`src/rtl/fft_mul_sequencer.sv`:
```
// Control sequencer for the FFT-based large multiplier: forward FFT of A and B,
// pointwise complex multiply, inverse FFT, with pipeline drains between stages.
module fft_mul_sequencer #(
    parameter int LOG2N  = 9,
    parameter int ADDR_W = LOG2N
) (
    input  logic              clk,
    input  logic              rst_n,
    input  logic              start,
    output logic              busy,
    output logic              done,
    output logic [1:0]        buf_sel,
    output logic              bf_inv,
    output logic              bf_valid,
    input  logic              bf_ready,
    output logic [ADDR_W-1:0] bf_top,
    output logic [ADDR_W-1:0] bf_bot,
    output logic [ADDR_W-2:0] bf_tw,
    output logic              pw_valid,
    input  logic              pw_ready,
    output logic [ADDR_W-1:0] pw_addr,
    input  logic              dp_idle,
    output logic [3:0]        stage
);

    typedef enum logic [2:0] {IDLE, FFT_A, FFT_B, PW, IFFT, DRAIN, FIN} state_e;
    // Pass remembers which phase DRAIN returns to and what buffer it drives.
    typedef enum logic [1:0] {P_A, P_B, P_PW, P_I} pass_e;

    localparam logic [3:0]       S_LAST    = 4'(LOG2N - 1);
    localparam logic [LOG2N-1:0] K_PW_LAST = '1;
    localparam logic [LOG2N-1:0] K_BF_LAST = K_PW_LAST >> 1;

    state_e            state_q, state_d;
    pass_e             pass_q, pass_d;
    logic [3:0]        s_q, s_d;
    logic [LOG2N-1:0]  k_q, k_d;

    logic [ADDR_W-1:0] kb, half, jm, top;
    logic [3:0]        tw_sh;

    // NOTE: non-blocking assignments so every register updates from pre-edge values.
    always_ff @(posedge clk or negedge rst_n) begin
        if (!rst_n) begin
            state_q <= IDLE;
            pass_q  <= P_A;
            s_q     <= '0;
            k_q     <= '0;
        end else begin
            state_q <= state_d;
            pass_q  <= pass_d;
            s_q     <= s_d;
            k_q     <= k_d;
        end
    end

    // NOTE: every variable gets a default first, so no path infers a latch.
    always_comb begin
        state_d = state_q;
        pass_d  = pass_q;
        s_d     = s_q;
        k_d     = k_q;
        case (state_q)
            IDLE: if (start) begin
                state_d = FFT_A;
                pass_d  = P_A;
                s_d     = '0;
                k_d     = '0;
            end
            FFT_A, FFT_B, IFFT: if (bf_ready) begin
                if (k_q == K_BF_LAST) begin
                    k_d     = '0;
                    state_d = DRAIN;
                end else begin
                    k_d = k_q + LOG2N'(1);
                end
            end
            PW: if (pw_ready) begin
                if (k_q == K_PW_LAST) begin
                    k_d     = '0;
                    state_d = DRAIN;
                end else begin
                    k_d = k_q + LOG2N'(1);
                end
            end
            DRAIN: if (dp_idle) begin
                if (pass_q != P_PW && s_q != S_LAST) begin
                    s_d = s_q + 4'd1;
                    case (pass_q)
                        P_A:     state_d = FFT_A;
                        P_B:     state_d = FFT_B;
                        default: state_d = IFFT;
                    endcase
                end else begin
                    s_d = '0;
                    case (pass_q)
                        P_A:     begin state_d = FFT_B; pass_d = P_B;  end
                        P_B:     begin state_d = PW;    pass_d = P_PW; end
                        P_PW:    begin state_d = IFFT;  pass_d = P_I;  end
                        default: state_d = FIN;
                    endcase
                end
            end
            FIN:     state_d = IDLE;
            default: state_d = IDLE;
        endcase
    end

    // In-place radix-2 addressing: top = g*2*half + j, built by shifting the group bits up one.
    always_comb begin
        kb    = ADDR_W'(k_q);
        half  = ADDR_W'(1) << s_q;
        jm    = kb & (half - ADDR_W'(1));
        top   = ((kb >> s_q) << (s_q + 4'd1)) | jm;
        tw_sh = S_LAST - s_q;
    end

    always_comb begin
        busy     = (state_q != IDLE);
        done     = (state_q == FIN);
        stage    = s_q;
        buf_sel  = 2'd0;
        bf_inv   = (state_q == IFFT) || (state_q == DRAIN && pass_q == P_I);
        bf_valid = 1'b0;
        bf_top   = '0;
        bf_bot   = '0;
        bf_tw    = '0;
        pw_valid = 1'b0;
        pw_addr  = '0;
        if (state_q != IDLE) begin
            case (pass_q)
                P_A:     buf_sel = 2'd0;
                P_B:     buf_sel = 2'd1;
                default: buf_sel = 2'd2;
            endcase
        end
        if (state_q == FFT_A || state_q == FFT_B || state_q == IFFT) begin
            bf_valid = 1'b1;
            bf_top   = top;
            bf_bot   = top | half;
            bf_tw    = (ADDR_W-1)'(jm << tw_sh);
        end
        if (state_q == PW) begin
            pw_valid = 1'b1;
            pw_addr  = ADDR_W'(k_q);
        end
    end

endmodule

```
`config.mk`:
```
export PLATFORM = sky130hd
export DESIGN_NAME = fft_mul_sequencer
export DESIGN_NICKNAME = d
export VERILOG_FILES = /design/src/rtl/fft_mul_sequencer.sv
export SDC_FILE = /design/constraint.sdc
export NUM_CORES = 1
export LEC_CHECK = 0
export ABC_AREA = 1
export CAP_MARGIN = 0
export CORE_UTILIZATION = 30
export DETAILED_ROUTE_END_ITERATION = 6
export HOLD_SLACK_MARGIN = 0.05
export PLACE_DENSITY = 0.63
export SYNTH_ARGS = -nofsm -noshare
export SYNTH_HDL_FRONTEND = slang
export SYNTH_SLANG_ARGS = --single-unit
export TNS_END_PERCENT = 1
```
`constraint.sdc`:
```
create_clock -name clk -period 7.7 [get_ports clk]
set_input_delay 0.77 -clock clk [delete_from_list [all_inputs] [get_ports clk]]
set_output_delay 0.77 -clock clk [all_outputs]
set_load 0.02 [all_outputs]
```
# == Word-level counts from Yosys, hierarchy flattened ==
# Index checks and enable logic that the tools add are counted.
# W data, S select, Z words.
# op_classes
eq_ne,21
shift,4
n_mux,33
n_bitwise,3
n_reduce_logical,15
add_sub_neg,4
# ops
operator,count
$mux W9,8
$pmux W9 S3,1
$mux W3,7
$or A9 B9 Y9,2
$ne A2 B2 Y1 const B,8
$mux W4,3
$pmux W3 S4,1
$add A9 B1 Y9 const B,1
$and A9 B9 Y9,1
$eq A3 B3 Y1 const B,3
$eq A9 B8 Y1 const B,1
$eq A9 B9 Y1 const B,1
$pmux W3 S3,1
$shl A1 B4 Y9 const A,1
$shl A9 B4 Y8,1
$shl A9 B4 Y9,1
$shr A9 B4 Y9,1
$sub A9 B1 Y9 const B,1
$mux W2,4
$mux W8,1
$pmux W2 S2,2
$pmux W4 S2,1
$eq A3 B2 Y1 const B,2
$pmux W2 S3,1
other kinds (20),26
# totals
in_bits,6
ff_bits,18
elab_cells,84
output_inout_bits,46

# == Logic depth before layout (Yosys ltp) ==
# Gate-level depths: netlist of run 1.
# logic_depth
depth_word,6
depth_mapped,16
mapped_depth_nobuf,14

# == Least setup slack after synthesis of run 1 ==
# OpenSTA, ideal clock, no wires.
# synth_path
path_type,register to output
start,"register s_q[0], in the netlist stage[0]"
end,output bf_tw[7]
path_stages_with_launch,15
required_ns,6.930
path_slack_ns,4.291
n_path_buf,2
arrival_time_ns,2.639
path_cell_list,dfrtp_1 inv_1 buf_2 buf_2 ha_1 ha_1 nand2_1 ha_1 nor2_1 nand2_1 o21ai_0 inv_1 a21oi_2 a21oi_1 nor2_1
# synth_between
elab_chain_len,5
word_cells_on_any_way,6
classes_between,2 x add/sub; 2 x shift; 1 x mux; 1 x bitwise
# synth_rtl
item,line,rtl
from (decl),36,"logic [3:0] s_q, s_d;"
from (signal assigned),47,s_q <= '0;
from (signal assigned),52,s_q <= s_d;
$shl A1 B4 Y9,112,half = ADDR_W'(1) << s_q;
$sub A9 B1 Y9,113,jm = kb & (half - ADDR_W'(1));
$and A9 B9 Y9,113,
$shl A9 B4 Y8 (*),141,bf_tw = (ADDR_W-1)'(jm << tw_sh);
$mux W8 (*),137,if (state_q == FFT_A || state_q == FFT_B || state_q == IFFT) begin
to (decl),18,"output logic [ADDR_W-2:0] bf_tw,"
# Mark *: on every way between the ends. The rest lies on a longest branch, timed or not.

# == Final worst setup path of run 1 ==
# layout_path
start,"register s_q[0], in the netlist stage[0]"
end,output bf_tw[6]
# The elaborated chain is that of the path after synthesis.

==> results of run 1 <==
## flip-flops by register name, indices dropped and copies added (netlist names)
register and flops:
k_q 9, stage 4, state_q 3, pass_q 2
## cell usage after synthesis
cell type,n
a211oi_1,1
a21oi_1,19
a21oi_2,1
a21oi_4,1
a31oi_1,5
buf_1,1
buf_2,9
buf_6,1
clkbuf_1,6
dfrtp_1,18
ha_1,21
inv_1,50
inv_2,7
nand2_1,109
nand2_2,2
nand3_1,82
nand4_1,11
nor2_1,42
nor2_2,1
nor2_4,3
nor3_1,9
nor3_2,2
nor3_4,1
nor4_2,1
o211ai_1,2
o21ai_0,18
o21ai_1,2
o21bai_1,1
o21bai_2,1
o22ai_1,5
o22ai_2,1
or2_2,1
xor2_1,4
## layer usage
layer	up-vias	global-route usage [%]
met3	19	2.01
met1	1431	26.9
met2	126	31.5
met5	-	0
li1	1533	-
met4	0	6.44
## layout make-up
class / count / area, µm² / share of cell area, %
clock buffers: 3 / 41.3 / 1.30
well taps: 105 / 131 / 4.12
flip-flops and latches: 18 / 450 / 14.1
multi-input cells: 346 / 1830 / 57.5
inverters: 57 / 214 / 6.71
repair buffers: 52 / 518 / 16.2
## how the worst min path moves through the flow
stage          slack (ns)      to  depth (start not counted)   start
2_1_floorplan        0.47  k_q[0]                          0   rst_n
3_3_place_gp         0.53  k_q[0]                          1  k_q[0]
3_5_place_dp         0.54  k_q[0]                          1  k_q[0]
4_1_cts              0.55  k_q[0]                          1  k_q[0]
5_1_grt              0.57  k_q[0]                          1  k_q[0]
6_report             0.57  k_q[0]                          1  k_q[0]
## metrics by stage
stage          instance area [µm²]  power (mW)
2_1_floorplan                 2580       0.909
3_3_place_gp                  3150        1.27
3_5_place_dp                  3150        1.27
4_1_cts                       3190        1.34
5_1_grt                       3190        1.48
6_report                      3190        1.35
## cell usage in the layout (no fill, tap or decap), types with 2 or more instances in the layout
| master | instances |
|---|---|
| a31oi_1 | 5 |
| o21ai_0 | 18 |
| o21ai_1 | 2 |
| dfrtp_1 | 18 |
| a21oi_1 | 19 |
| nand3_1 | 82 |
| nand4_1 | 11 |
| o211ai_1 | 2 |
| inv_1 | 50 |
| nor2_1 | 42 |
| clkbuf_8 | 3 |
| nor3_1 | 9 |
| ha_1 | 21 |
| nand2_2 | 2 |
| xor2_1 | 4 |
| nand2_1 | 109 |
| clkdlybuf4s50_1 | 51 |
| nor3_2 | 2 |
| nor2_4 | 3 |
| o22ai_1 | 5 |
| inv_2 | 7 |
## power by group through the flow
stage / clock network [mW] / registers, mW / logic (mW)
2_1_floorplan: 0 / 0.149 / 0.761
3_3_place_gp: 0 / 0.156 / 1.11
3_5_place_dp: 0 / 0.157 / 1.12
4_1_cts: 0.0693 / 0.155 / 1.12
5_1_grt: 0.0739 / 0.161 / 1.24
6_report: 0.0684 / 0.156 / 1.13
## cells by family after synthesis
| logic type | synth area share (%) |
|---|---|
| XOR/XNOR | 1.36 |
| adder cells (fa/ha/maj) | 10.2 |
| buffers and inverters | 11.5 |
| AO/OA/AOI/OAI | 13.0 |
| flip-flops | 17.5 |
| AND/OR/NAND/NOR | 46.5 |
==> summary.md, run 1 <==
| Metric | Value |
|---|---|
| FF-to-FF End | `pass_q[1]` |
| Mapped Cells | `438` |
| CTS Buf Count | `3` |
| Sequential fraction of design power | `11.6%` |
| Drc violations | `0` |
| Total core area | `8260 µm²` |
| Clock Skew | `0.00251 ns` |
| Setup TNS Final | `0 ns` |
| Top cell type's share of synthesized area | `17.5%` |
| Row count | `33` |
| Post-synth net total | `465` |
| Slowest cell on the critical path | `clkdlybuf4s50_1` |
| Cts hold-fix bufs | `0` |
| Pleak | `1.45 nW` |
| Setup crit end | `bf_tw[6]` |
| Post-layout min period | `4.55 ns` |
| Vias in the first global route | `2858` |
| Main area contributors after synthesis | `dfrtp_1, nand3_1, nand2_1` |
| Final hold violations | `0` |
| CTS resizes | `0` |
| H-tree depth | `1` |
| Layout cell share with drive strength beyond 1 | `5.46%` |
| Reg2reg start | `stage[0]` |
| Post-Layout Cell Count | `581` |
| Dpl ws | `3.46 ns` |
| DRT Pass-1 Iters | `5` |
| Final Cycle Share | `59.1%` |
| Top delay family on crit path | `buffers and inverters` |
| Top sig layer | `met4` |
| CTS tree | `done` |
| DRT antenna net count | `0` |
| Transition time of the tightest slew-check pin | `0.834 ns` |
| FF-to-FF setup slack | `5.04 ns` |
| Avg Cell Area, Syn | `5.89 µm²` |
| Total track usage | `19.5%` |
| PwrDens | `424 nW/µm²` |
| Die X | `94.7 µm` |
| Psw | `799 µW` |
| Arrival time worst endpoint | `3.78 ns` |
| R2R depth | `9` |
| FMAX | `0.220 GHz` |
| TritonCTS sink count | `18` |
| Initial Util | `31.2%` |
| Worst Hold Class | `flip-flop to flip-flop` |
| Filler instances | `889` |
| Crit-path cells | `buf_4, inv_1, ha_1, ha_1, nand2_1, ha_1, inv_1, nor2_1, nand2_1, nand2_1, nand2_1, nand2_1, nand3_1, a21oi_1, clkdlybuf4s50_1` |
| CP required | `6.93 ns` |
| Post-DR wirelength/cell | `14.5 µm` |
| Synth unique cells | `33` |
| Dominant cell type by area after synthesis | `dfrtp_1` |
| Maximum VDD drop | `0.000184 V` |
| Via-to-Cell Ratio | `5.35` |
| Sw frac | `59.1%` |
| Int Pwr | `553 µW` |
| ANT cells | `0` |
| Clk slew on worst S/H paths | `0.07 ns` |
| Port bufs | `51` |
| Combinational power share | `83.4%` |
| Dpl cells | `578` |
| Skew-Pair Late Insertion Delay | `0.25 ns` |
| Crit path depth | `15` |
| Met3 WL | `595 µm` |
| Initial antenna violation count | `0` |
| RePlAce Congestion | `0.917` |
| First-pass GRT wire length | `13900 µm` |
| Final setup fails | `0` |
| Final Slew Violations | `0` |
| Synth warn | `0` |
| IO Pins | `52` |
| Synth Register Bits | `18` |
| Slew headroom | `44.2%` |
| Setup ws final | `3.15 ns` |
| Hold Slack | `0.568 ns` |
| M1 WL | `3880 µm` |
| Metal2 WL | `3740 µm` |
| Final Util | `38.6%` |
| Die area | `8970 µm²` |
| Root Driver | `clkbuf_8` |
| Largest net degree at the start of global routing | `33` |
| Clock share of power | `5.1%` |
| Drt total wl | `8420 µm` |
| Crit. End Element | `output port` |
| Layout Nets | `505` |
| Max-Cap Viols | `0` |
| Cell mode on critical path | `nand2_1` |
| CP startpoint | `stage[0]` |
| Total gr overflow | `0` |
| Worst setup path category | `flip-flop to output port` |
| Crit-path max FO | `32` |
| Starting DRT DRC Count | `205` |
| Register area share after synthesis | `17.5%` |
| Clock tree buffer depth | `2` |
| Vias | `3109` |
| Die Ht | `94.7 µm` |
| Post-CTS Setup Inserts | `0` |
| Status | `completed` |
| Mapped cell area | `2580 µm²` |
| Critical Path Start Type | `flip-flop` |
| Area growth, synth to finish | `23.6%` |
| CP max stage delay | `0.62 ns` |
| HPWL after DPL | `6700 µm` |
| Bufs and invs on worst path | `4` |
| RSZ-0062 raised after global routing | `false` |
Power figures use the tool's default switching activity.
==> inputs of run 2 (changes only) <==
clock period = 4.67 ns   (was 7.7 ns; I/O delays follow)
==> summary.md, run 2 (same netlist as run 1, synthesis figures left out) <==
| Metric | Value |
|---|---|
| Met3 Usage GRT | `2.01% (unchanged)` |
| RSZ-0062 raised after global routing | `false` |
| Slew headroom | `44.3% (+0.15 points)` |
| Post-DR wirelength/cell | `15.1 µm (+4.4%)` |
| Vias | `3091 (-0.58%)` |
| Hold endpoint | `k_q[0]` |
| DRT antenna net count | `0 (unchanged)` |
| Crit-path max FO | `14 (-56%)` |
| HPWL after DPL | `6990 µm (+4.4%)` |
| Most common cell after layout, fill and taps aside | `nand2_1` |
| CTS resizes | `0 (unchanged)` |
| Post-CTS Setup Inserts | `0 (unchanged)` |
| Post-Layout Cell Count | `584 (+0.52%)` |
| Die Ht | `94.7 µm (unchanged)` |
| Initial antenna violation count | `0 (unchanged)` |
| Cts hold-fix bufs | `0 (unchanged)` |
| FMAX | `0.248 GHz` |
| Row count | `33 (unchanged)` |
| Die area | `8970 µm² (unchanged)` |
| DRT Pass-1 Iters | `5 (unchanged)` |
| Cells on Worst Hold Path | `1 (unchanged)` |
| ANT cells | `0 (unchanged)` |
| Worst min-delay path startpoint | `k_q[0]` |
| FF-to-FF End | `state_q[1]` |
| Layout Nets | `507 (+0.40%)` |
| Root Driver | `clkbuf_8` |
| GR Util met2 | `34.1% (+2.6 points)` |
| GR Util met1 | `26.0% (-0.82 points)` |
| Final setup fails | `0 (unchanged)` |
| First-pass GRT wire length | `14300 µm (+2.4%)` |
| Final Util | `39.0% (+0.35 points)` |
| Layout cell share with drive strength beyond 1 | `6.05% (+0.59 points)` |
| Largest net degree at the start of global routing | `32 (-3.0%)` |
| PwrDens | `714 nW/µm² (+68%)` |
| FF-to-FF setup slack | `2.32 ns (-2.72 ns)` |
| Final hold violations | `0 (unchanged)` |
| Starting DRT DRC Count | `219 (+6.8%)` |
| Max reg flops | `9 (unchanged)` |
| Max-Cap Viols | `0 (unchanged)` |
| CTS Buf Count | `3 (unchanged)` |
| Maximum VDD drop | `0.000326 V (+77%)` |
| Most frequent cells in the layout | `nand2_1, nand3_1, clkdlybuf4s50_1, inv_1, nor2_1` |
| IO Pins | `52 (unchanged)` |
| Reg2reg start | `k_q[1]` |
| TritonCTS sink count | `18 (unchanged)` |
| Vias in the first global route | `2876 (+0.63%)` |
| Filler instances | `910 (+2.4%)` |
| Post-layout min period | `4.03 ns` |
| R2R depth | `12 (+3)` |
| Port bufs | `51 (unchanged)` |
| Status | `completed` |
| RePlAce Congestion | `1.01 (+10%)` |
| Via-to-Cell Ratio | `5.29 (-1.1%)` |
| Initial Util | `31.2% (unchanged)` |
| Arrival time worst endpoint | `3.57 ns (-0.21 ns)` |
| Drt total wl | `8840 µm (+4.9%)` |
| Transition time of the tightest slew-check pin | `0.832 ns (-0.00228 ns)` |
| Most flops, register | `k_q` |
| Crit. End Element | `output port` |
| Total track usage | `20.5% (+0.99 points)` |
| Clock Skew | `0.00294 ns (+0.000424 ns)` |
| Final Cycle Share | `86.4%` |
| Drc violations | `0 (unchanged)` |
| CTS tree | `done` |
| Total core area | `8260 µm² (unchanged)` |
| CP required | `4.20 ns (-2.73 ns)` |
| GR peak layer | `met2` |
| Pleak | `1.46 nW (+1.2%)` |
| Setup TNS Final | `0 ns (unchanged)` |
| Total gr overflow | `0 (unchanged)` |
| Clock tree buffer depth | `2 (unchanged)` |
| H-tree depth | `1 (unchanged)` |
| Die X | `94.7 µm (unchanged)` |
| Worst Hold Class | `flip-flop to flip-flop` |
| Area growth, synth to finish | `24.7%` |
| Critical Path Start Type | `flip-flop` |
| Final Slew Violations | `0 (unchanged)` |
| Skew-Pair Late Insertion Delay | `0.26 ns (about the same)` |
| Worst setup path category | `flip-flop to output port` |
| Dpl cells | `580 (+0.35%)` |
| Clk slew on worst S/H paths | `0.07 ns (about the same)` |
## run 2: cell count changes in the layout (fill, tap and decap cells not counted), sizes merged
cell and change:
buf +2, clkbuf +1
## run 2: metrics by stage
step	power, mW	setup slack (ns)	hold slack, ns	area [µm²]
after floorplan	1.50	1.56	0.171	2580
after global placement	2.13	1.07	0.530	3160
after detailed placement	2.14	0.982	0.546	3160
after CTS	2.28	0.698	0.556	3220
after global routing	2.50	0.360	0.590	3220
final	2.30	0.637	0.547	3220
## run 2: routing by layer
metal	wire (µm)	share of wire [%]
met1	3940	45
met2	4010	45
met4	351	4.0
met5	0	0
met3	538	6.1
## run 2: where the power goes
group / internal, mW / switching, mW / total, mW
logic: 0.671 / 1.24 / 1.91
registers: 0.193 / 0.0631 / 0.256
clock network: 0.0751 / 0.0573 / 0.132
## run 2: critical path, cell delays in order, from the launching register on
cell and delay, ns:
dfrtp_1 0.60, inv_1 0.33, ha_1 0.32, ha_1 0.20, nand2_1 0.13, ha_1 0.19, inv_1 0.07, nor2_1 0.23
nand2_1 0.12, nand2_1 0.13, nand2_1 0.08, nand2_1 0.07, nand3_1 0.08, a21oi_1 0.15, clkdlybuf4s50_1 0.62
## run 2: cell type report
class	instances	area (µm²)	share of cell area (%)
tap	105	131	4.08
sequential	18	450	14.0
multi-input combinational	346	1830	57.0
inverter	57	214	6.65
timing repair buffer	54	533	16.6
clock buffer	4	55.1	1.71
## run 2: how the worst max path moves through the flow
| stage | start | endpoint | depth (start not counted) |
|---|---|---|---|
| CTS | stage[1] | bf_tw[6] | 14 |
| finish | stage[1] | bf_tw[6] | 14 |
| detailed placement | stage[1] | bf_tw[7] | 13 |
| floorplan | stage[0] | bf_tw[7] | 14 |
| global route | stage[1] | bf_tw[4] | 12 |
| global placement | stage[1] | bf_tw[6] | 14 |
==> inputs of run 3 (changes only) <==
CORE_MARGIN = 2   (was unset)
DONT_BUFFER_PORTS = 1   (was unset)
PLACE_DENSITY = 0.56   (was 0.63)
==> summary.md, run 3 (same netlist as run 1, synthesis figures left out) <==
| Metric | Value |
|---|---|
| Bufs and invs on worst path | `2 (-1)` |
| Post-layout min period | `3.89 ns (-0.145 ns)` |
| Crit. End Element | `output port` |
| DRT Pass-1 Iters | `5 (unchanged)` |
| Die Ht | `96.7 µm (+2.1%)` |
| Critical Path Start Type | `flip-flop` |
| Pleak | `1.29 nW (-12%)` |
| Total core area | `8260 µm² (unchanged)` |
| Most flops, register | `k_q` |
| Die X | `96.7 µm (+2.1%)` |
| Most frequent cells in the layout | `nand2_1, nand3_1, inv_1, nor2_1, ha_1` |
| R2R depth | `8 (-4)` |
| Worst Hold Class | `flip-flop to flip-flop` |
| Drt total wl | `8640 µm (-2.2%)` |
| Slew headroom | `41.9% (-2.5 points)` |
| Drc violations | `0 (unchanged)` |
| Most common cell after layout, fill and taps aside | `nand2_1` |
| Crit-path max FO | `14 (unchanged)` |
| IO Pins | `52 (unchanged)` |
| Vias | `2927 (-5.3%)` |
| Total track usage | `18.1% (-2.4 points)` |
| Clk slew on worst S/H paths | `0.07 ns (about the same)` |
| Slowest cell on the critical path | `dfrtp_1` |
| ANT cells | `0 (unchanged)` |
| Final Slew Violations | `0 (unchanged)` |
| Setup TNS Final | `0 ns (unchanged)` |
| Clock Skew | `0.000635 ns (-0.00230 ns)` |
| Post-DR wirelength/cell | `16.2 µm (+6.9%)` |
| Cts hold-fix bufs | `1 (+1)` |
| Largest net degree at the start of global routing | `32 (unchanged)` |
| CP max stage delay | `0.73 ns (+0.11 ns)` |
| Arrival time worst endpoint | `3.42 ns (-0.15 ns)` |
| Status | `completed` |
| Filler instances | `952 (+4.6%)` |
| Skew-Pair Late Insertion Delay | `0.25 ns (about the same)` |
| CP required | `4.20 ns (about the same)` |
| Layout Nets | `457 (-9.9%)` |
| DRT antenna net count | `0 (unchanged)` |
| Final setup fails | `0 (unchanged)` |
| FF-to-FF setup slack | `2.17 ns (-0.15 ns)` |
| Area growth, synth to finish | `5.29%` |
| Port bufs | `0 (-100%)` |
| Cells on Worst Hold Path | `1 (unchanged)` |
| RePlAce Congestion | `0.962 (-4.6%)` |
| Maximum VDD drop | `0.000318 V (-2.7%)` |
| Post-Layout Cell Count | `534 (-8.6%)` |
| Reg2reg start | `state_q[2]` |
| Row count | `33 (unchanged)` |
| RSZ-0062 raised after global routing | `false` |
| Dpl cells | `529 (-8.8%)` |
| Crit-path cells | `inv_1, ha_1, ha_1, nand2_1, ha_1, inv_1, nand2_1, nand3_1, o22ai_1, o21ai_0, nand2_1, nand2_1, a21oi_1` |
| Top delay family on crit path | `compound AO/OA/AOI/OAI gates` |
| CTS tree | `done` |
| Total gr overflow | `0 (unchanged)` |
| FMAX | `0.257 GHz (+3.7%)` |
| PwrDens | `730 nW/µm² (+2.3%)` |
| Root Driver | `clkbuf_8` |
| Max-Cap Viols | `0 (unchanged)` |
| H-tree depth | `1 (unchanged)` |
| Starting DRT DRC Count | `274 (+25%)` |
| Initial antenna violation count | `0 (unchanged)` |
| First-pass GRT wire length | `13900 µm (-2.6%)` |
| Final hold violations | `0 (unchanged)` |
| Post-CTS Setup Inserts | `0 (unchanged)` |
| Via-to-Cell Ratio | `5.48 (+3.6%)` |
| Worst min-delay path startpoint | `k_q[0]` |
| Final Cycle Share | `83.3% (-3.1 points)` |
| Hold endpoint | `k_q[0]` |
| Vias in the first global route | `2623 (-8.8%)` |
| Transition time of the tightest slew-check pin | `0.869 ns (+0.0369 ns)` |
| CTS Buf Count | `3 (unchanged)` |
| Layout cell share with drive strength beyond 1 | `6.76% (+0.71 points)` |
| Die area | `9360 µm² (+4.3%)` |
| TritonCTS sink count | `18 (unchanged)` |
| FF-to-FF End | `k_q[4]` |
| Initial Util | `31.2% (unchanged)` |
| Cell mode on critical path | `nand2_1` |
| Max reg flops | `9 (unchanged)` |
| CTS resizes | `0 (unchanged)` |
| Clock tree buffer depth | `2 (unchanged)` |
| HPWL after DPL | `6930 µm (-0.87%)` |
| Worst setup path category | `flip-flop to output port` |
==> run 3: power by group <==
group / leakage [nW] / total, mW / switching [mW] / internal, mW
combinational: 1.02 / 1.59 / 1.19 / 0.398
sequential: 0.240 / 0.265 / 0.0720 / 0.193
clock: 0.0288 / 0.129 / 0.0540 / 0.0750
total: 1.29 / 1.98 / 1.32 / 0.666
==> run 3: through the flow <==
stage	area (µm²)	setup WS, ns	utilization (%)	power, mW	hold slack [ns]
final	2720	0.781	32.9	1.98	0.532
after global routing	2720	0.531	32.9	2.17	0.571
after CTS	2720	0.826	32.9	1.97	0.532
after detailed placement	2650	1.09	32.1	1.83	0.172
after global placement	2650	1.21	32.1	1.82	0.172
after floorplan	2580	1.56	-	1.50	0.171
==> run 3: worst max-delay path by stage <==
stage / startpoint / to / slack, ns / cells after the start
2_1_floorplan: stage[0] / bf_tw[7] / 1.56 / 14
3_3_place_gp: stage[1] / bf_tw[6] / 1.21 / 13
3_5_place_dp: stage[1] / bf_tw[6] / 1.09 / 13
4_1_cts: stage[1] / bf_tw[6] / 0.83 / 13
5_1_grt: stage[1] / bf_tw[7] / 0.53 / 12
6_report: stage[1] / bf_tw[6] / 0.78 / 13
==> run 3: cell type report <==
class	instances	area, µm²	share of cell area [%]
tap	105	131	4.84
sequential	18	450	16.6
clock buffer	4	55.1	2.03
timing repair buffer	4	32.5	1.20
multi-input combinational	346	1830	67.5
inverter	57	214	7.88
==> run 3: worst reg2reg max path: cells and delay by family (launching register included) <==
kind	cells	cell delay, ns
DFF	1	0.47
and+or+nand+nor	2	0.81
buffers and inverters	2	0.43
AOI/OAI and AO/OA	4	0.67
==> run 3: metal layers <==
| metal | routed length, µm | track usage (%) | part of all wire [%] |
|---|---|---|---|
| met1 | 3980 | 26.5 | 46 |
| met2 | 3840 | 27.9 | 44 |
| met3 | 715 | 3.11 | 8.3 |
| met4 | 106 | 3.58 | 1.2 |
| met5 | 0 | 0 | 0 |
